==> src/rtl/dm_pkg.sv <==
// Shared data-memory command encodings, FSM state encoding and bus widths for dm_lsu.
package dm_pkg;
    localparam int ADDR_W = 32;
    localparam int WORD_W = 128;

    localparam logic [0:1] memnop = 2'b00;
    localparam logic [0:1] memwld = 2'b01;
    localparam logic [0:1] memwst = 2'b10;

    typedef enum logic [1:0] {
        ST_IDLE  = 2'd0,
        ST_STORE = 2'd1,
        ST_LOAD  = 2'd2,
        ST_DRAIN = 2'd3
    } state_t;
endpackage

==> src/rtl/dm_lsu_rdpipe.sv <==
// Tracks in-flight memwld commands: DEPTH-deep valid/last shift register, head aligned with data_mem read data.
module dm_lsu_rdpipe #(
    parameter int DEPTH = 2
) (
    input  logic clk,
    input  logic reset,
    input  logic push,
    input  logic push_last,
    output logic head_vld,
    output logic head_last,
    output logic empty
);
    logic [0:DEPTH-1] vld_q;
    logic [0:DEPTH-1] last_q;

    always_ff @(posedge clk or negedge reset) begin
        if (!reset) begin
            vld_q  <= '0;
            last_q <= '0;
        end else begin
            vld_q  <= {push, vld_q[0:DEPTH-2]};
            last_q <= {push & push_last, last_q[0:DEPTH-2]};
        end
    end

    assign head_vld  = vld_q[DEPTH-1];
    assign head_last = last_q[DEPTH-1];
    assign empty     = ~|vld_q;
endmodule

==> src/rtl/dm_lsu.sv <==
// dm_lsu: turns one load/store request into a burst of memwld/memwst commands to data_mem; first memwst 2 cycles
// after accept, first load word RD_LAT+3 cycles after. Stores stall on wdata_valid; load returns have no backpressure.
// Optional DM_LSU_STATS_EN adds saturating ld_count/st_count outputs.
module dm_lsu
    import dm_pkg::*;
#(
    parameter int RD_LAT = 1,
    parameter int LEN_W  = 8
) (
    input  logic              clk,
    input  logic              reset,
    input  logic              req_valid,
    output logic              req_ready,
    input  logic              req_op,
    input  logic [0:ADDR_W-1] req_addr,
    input  logic [0:LEN_W-1]  req_len,
    input  logic              wdata_valid,
    output logic              wdata_ready,
    input  logic [0:WORD_W-1] wdata,
    output logic              rdata_valid,
    output logic [0:WORD_W-1] rdata,
    output logic              rdata_last,
    output logic              busy,
`ifdef DM_LSU_STATS_EN
    output logic [0:31]       ld_count,
    output logic [0:31]       st_count,
`endif
    output logic [0:1]        dm_ctrl,
    output logic [0:ADDR_W-1] dm_addr,
    output logic [0:WORD_W-1] dm_data_in,
    input  logic [0:WORD_W-1] dm_data_out
);
    state_t             state, state_nxt;
    logic [0:ADDR_W-1]  cur_addr;
    logic [0:LEN_W-1]   count;
    logic               issue_ld, issue_st;
    logic               head_vld, head_last, pipe_empty;

    assign req_ready   = (state == ST_IDLE);
    assign busy        = (state != ST_IDLE);
    assign wdata_ready = (state == ST_STORE);
    assign issue_st    = (state == ST_STORE) && wdata_valid;
    assign issue_ld    = (state == ST_LOAD);

    always_ff @(posedge clk or negedge reset) begin
        if (!reset) state <= ST_IDLE;
        else        state <= state_nxt;
    end

    always_comb begin
        state_nxt = state;
        case (state)
            ST_IDLE:  if (req_valid) state_nxt = req_op ? ST_STORE : ST_LOAD;
            ST_STORE: if (wdata_valid && count == '0) state_nxt = ST_IDLE;
            ST_LOAD:  if (count == '0) state_nxt = ST_DRAIN;
            ST_DRAIN: if (pipe_empty) state_nxt = ST_IDLE;
            default:  state_nxt = ST_IDLE;
        endcase
    end

    // Address wraps silently at the top of the 32-bit space.
    always_ff @(posedge clk or negedge reset) begin
        if (!reset) begin
            cur_addr   <= '0;
            count      <= '0;
            dm_ctrl    <= memnop;
            dm_addr    <= '0;
            dm_data_in <= '0;
        end else begin
            dm_ctrl <= memnop;
            if (state == ST_IDLE && req_valid) begin
                cur_addr <= req_addr;
                count    <= req_len;
            end
            if (issue_st || issue_ld) begin
                dm_ctrl  <= issue_st ? memwst : memwld;
                dm_addr  <= cur_addr;
                cur_addr <= cur_addr + 1'b1;
                count    <= count - 1'b1;
            end
            if (issue_st) dm_data_in <= wdata;
        end
    end

    dm_lsu_rdpipe #(.DEPTH(RD_LAT + 1)) u_rdpipe (
        .clk       (clk),
        .reset     (reset),
        .push      (issue_ld),
        .push_last (count == '0),
        .head_vld  (head_vld),
        .head_last (head_last),
        .empty     (pipe_empty)
    );

    always_ff @(posedge clk or negedge reset) begin
        if (!reset) begin
            rdata_valid <= 1'b0;
            rdata_last  <= 1'b0;
            rdata       <= '0;
        end else begin
            rdata_valid <= head_vld;
            rdata_last  <= head_vld & head_last;
            if (head_vld) rdata <= dm_data_out;
        end
    end

`ifdef DM_LSU_STATS_EN
    always_ff @(posedge clk or negedge reset) begin
        if (!reset) begin
            ld_count <= '0;
            st_count <= '0;
        end else begin
            if (issue_ld && ld_count != 32'hFFFF_FFFF) ld_count <= ld_count + 1'b1;
            if (issue_st && st_count != 32'hFFFF_FFFF) st_count <= st_count + 1'b1;
        end
    end
`endif
endmodule

==> config.mk <==
export PLATFORM = sky130hd
export DESIGN_NAME = dm_lsu
export DESIGN_NICKNAME = d
export VERILOG_FILES = /design/src/rtl/dm_pkg.sv /design/src/rtl/dm_lsu_rdpipe.sv /design/src/rtl/dm_lsu.sv
export SDC_FILE = /design/constraint.sdc
export NUM_CORES = 1
export LEC_CHECK = 0
export ABC_CLOCK_PERIOD_IN_PS = 2900
export CORE_AREA = 2 2 230 232
export CTS_BUF_LIST = sky130_fd_sc_hd__clkbuf_16
export DETAILED_ROUTE_END_ITERATION = 6
export DIE_AREA = 0 0 232 234
export HOLD_SLACK_MARGIN = 0.08
export PLACE_DENSITY = 0.59
export SYNTH_ARGS = -nofsm -noshare
export SYNTH_HDL_FRONTEND = slang
export SYNTH_HIERARCHICAL = 1
export SYNTH_SLANG_ARGS = --single-unit
==> constraint.sdc <==
create_clock -name clk -period 2.9 [get_ports clk]
set_clock_uncertainty 0.2 [all_clocks]
set_input_delay 0.725 -clock clk [delete_from_list [all_inputs] [get_ports clk]]
set_output_delay 0.725 -clock clk [all_outputs]
set_load 0.1 [all_outputs]
==> impl_results.md <==
- Required time of the critical path: 1.98 ns
- Vias in the first global route: 11200
- Vias: between 10000 and 15000
- Slowest CP cell: dfrtp_1
- Clk Latency, worst-skew pair: 0.55 ns
- Relative slew slack: a little over half
- Grt ovf: 0
- DR iter-0 viols: 516
- # DRC: 0
- Register Area: 8460 sq um
- Hold Violations, Final: 0
- Max Clk Rate: 393 MHz
- Asr flop ratio synth: 100%
- Synth Instances: roughly 1200
- Number of clock sinks: 338
- H-tree levels: 2
- MaxCap Viol Count: 0
- Standard-cell rows: 84
- CTS tree: yes
- Post-DP HPWL: 36.8 mm
- Pin count of the biggest net entering global routing: 130
- Routed len/inst: 18.8 um
- Top delay family on crit path: flip-flops
- Die H: 234 um
- Core area: 52000 sq um
- Synth-to-Final Area Change: 55.0%
- Postcts setup bufs: 0
- Starting Density: approximately a quarter
- Most frequent cells in the layout: nand2_1 (515), dfrtp_1 (337), buf_4 (314)
- Crit path launch type: register
- Multi-input gate area: around 4600 sq um
- Top_reg_cell synth: dfrtp_1
- CP Cell Sequence: nor2b_1 > buf_4
- Ratio of final minimum period to clock period: 87.9%
- Post-Syn Area: 13400 sq um
- Die area: 54300 sq um
- Post-synthesis sequential area ratio: 63.1%
- Netlist cell types: 53
- Routed WL: 48.3 mm
- Post-CTS resize count: 0
- Syn. warnings: 6
- CP endpoint kind: output pin
- Crit path largest cell delay: 0.52 ns
- RSZ-0062 raised after global routing: no
- Worst EP arrival: 1.62 ns
- First-pass GRT wire length: between 60 and 70 mm
- Final setup fails: 0
- Mapped Nets: between 1500 and 2000
- Post-synth EDFFs: 0
- Minimum clock period: 2.55 ns
- Worst Path Class, Setup: register to output pin
- Max Slew Vio Count: 0
- Buffers and inverters on the worst path: 1
- GP Congestion: 0.896
- Status: completed
- Initial antenna violation count: 6
- Class of the worst hold path: register to register
- Hold Buf Count CTS: 1
- Layout cells sized above 1: between 20% and 30%
- Setup_tns: 0 ns
- Mapped Avg Cell Area: 10.8 sq um
- Maximum buffer depth of the clock tree: 3
- Routed Antenna Nets: 0
- Clock Pin Slew Worst Setup and Hold Paths: ~0.050 ns
- DR pass1 iterations: 5
- TritonCTS Buffers: 40
- Crit path max fanout: 7
- Synth Register Bits: 338
- IO buf count: about 600
- I/O pins: 596
- Most common cell after layout, fill and taps aside: nand2_1
- Filler Cell Count: 5099
- Worst-Margin Slew: 0.677 ns
- Nets: 2153
- Die W: 232 um
- Total GRT Usage: 16.9%
- CTS root buf: clkbuf_16
- Vias per cell: 4.37
[per-stage QoR]
stage          instances  instance area, sq um  utilization (%)  setup WS [ns]  hold slack, ns
2_1_floorplan       1247                 13400                -          0.101           0.131
3_3_place_gp        2494                 19500             37.6          0.241           0.140
3_5_place_dp        2494                 19500             37.6          0.249           0.146
4_1_cts             2567                 20800             39.9          0.303           0.158
5_1_grt             2572                 20800             40.0          0.270           0.166
6_report            2572                 20800             40.0          0.352           0.154
[synth_stat cells, types with 6 or more instances]
| library cell | instances | area, sq um |
|---|---|---|
| and3_1 | 7 | 43.8 |
| o21ai_0 | 10 | 50.1 |
| nor2_1 | 29 | 109 |
| o22ai_1 | 7 | 43.8 |
| nand2_1 | 515 | 1930 |
| buf_1 | 6 | 22.5 |
| inv_1 | 9 | 33.8 |
| and2_1 | 7 | 43.8 |
| a211oi_1 | 12 | 90.1 |
| nand3_1 | 13 | 65.1 |
| o211ai_1 | 12 | 90.1 |
| o311ai_0 | 8 | 70.1 |
| buf_2 | 13 | 65.1 |
| nor3_1 | 10 | 50.1 |
| dfrtp_1 | 338 | 8460 |
| mux2_2 | 128 | 1440 |
| and4_1 | 8 | 70.1 |
| clkbuf_1 | 41 | 154 |
| nand4_1 | 8 | 50.1 |
| a21oi_1 | 18 | 90.1 |
[worst register-to-register path, cell delays in order, from the launching register on]
cell and delay, ns:
dfrtp_1 0.51, and4_1 0.39, nand3_2 0.22, o41ai_1 0.40, a21oi_1 0.12, a211oi_1 0.22
[registers in the layout, summed over array words and instances, names as in the netlist]
name,cells
state,2
dm_ctrl,2
dm_data_in,128
count,8
rdata,128
u_rdpipe/vld_q,2
dm_addr,32
cur_addr,32
rdata_last,1
u_rdpipe/last_q,2
rdata_valid,1
[layout make-up]
cell class,instances,share of cell area [%]
antenna,5,0.0602
sequential,338,40.7
clock inverter,31,0.945
clock buffer,41,4.94
multi-input combinational,835,22.4
inverter,11,0.211
tap,688,4.14
timing repair buffer,623,26.6
[cell families after synthesis]
logic type,after synthesis,share of synthesized area (%)
XOR/XNOR,2,0.131
adder cells (fa/ha/maj),3,0.280
AO/OA/AOI/OAI,87,4.57
flip-flops,338,63.1
buffers and inverters,74,2.30
AND/OR/NAND/NOR,612,18.7
multiplexers,131,11.0
[final timing paths]
| kind | startpoint | end | slack (ns) | depth (start not counted) |
|---|---|---|---|---|
| max | state[0]$_DFFE_PN0P_ | wdata_ready | 0.35 | 2 |
| max reg2reg | cur_addr[28]$_DFFE_PN0P_ | cur_addr[9]$_DFFE_PN0P_ | 0.75 | 5 |
| min in group asynchronous | reset | cur_addr[9]$_DFFE_PN0P_ | 0.51 | 2 |
| min reg2reg | u_rdpipe/last_q[0]$_DFF_PN0_ | u_rdpipe/last_q[1]$_DFF_PN0_ | 0.15 | 0 |
| min | u_rdpipe/last_q[0]$_DFF_PN0_ | u_rdpipe/last_q[1]$_DFF_PN0_ | 0.15 | 0 |
| max in group asynchronous | reset | dm_data_in[53]$_DFFE_PN0P_ | 1.21 | 3 |
[routing by layer]
layer	GRT usage, %	part of all wire [%]
met1	20.9	40
met2	28.3	49
met3	4.40	7.3
met4	6.21	2.8
met5	0	0.025
Power is left out: the tool's default activity adds up to more than one toggle a clock period on the data nets, which glitch-free logic cannot reach.
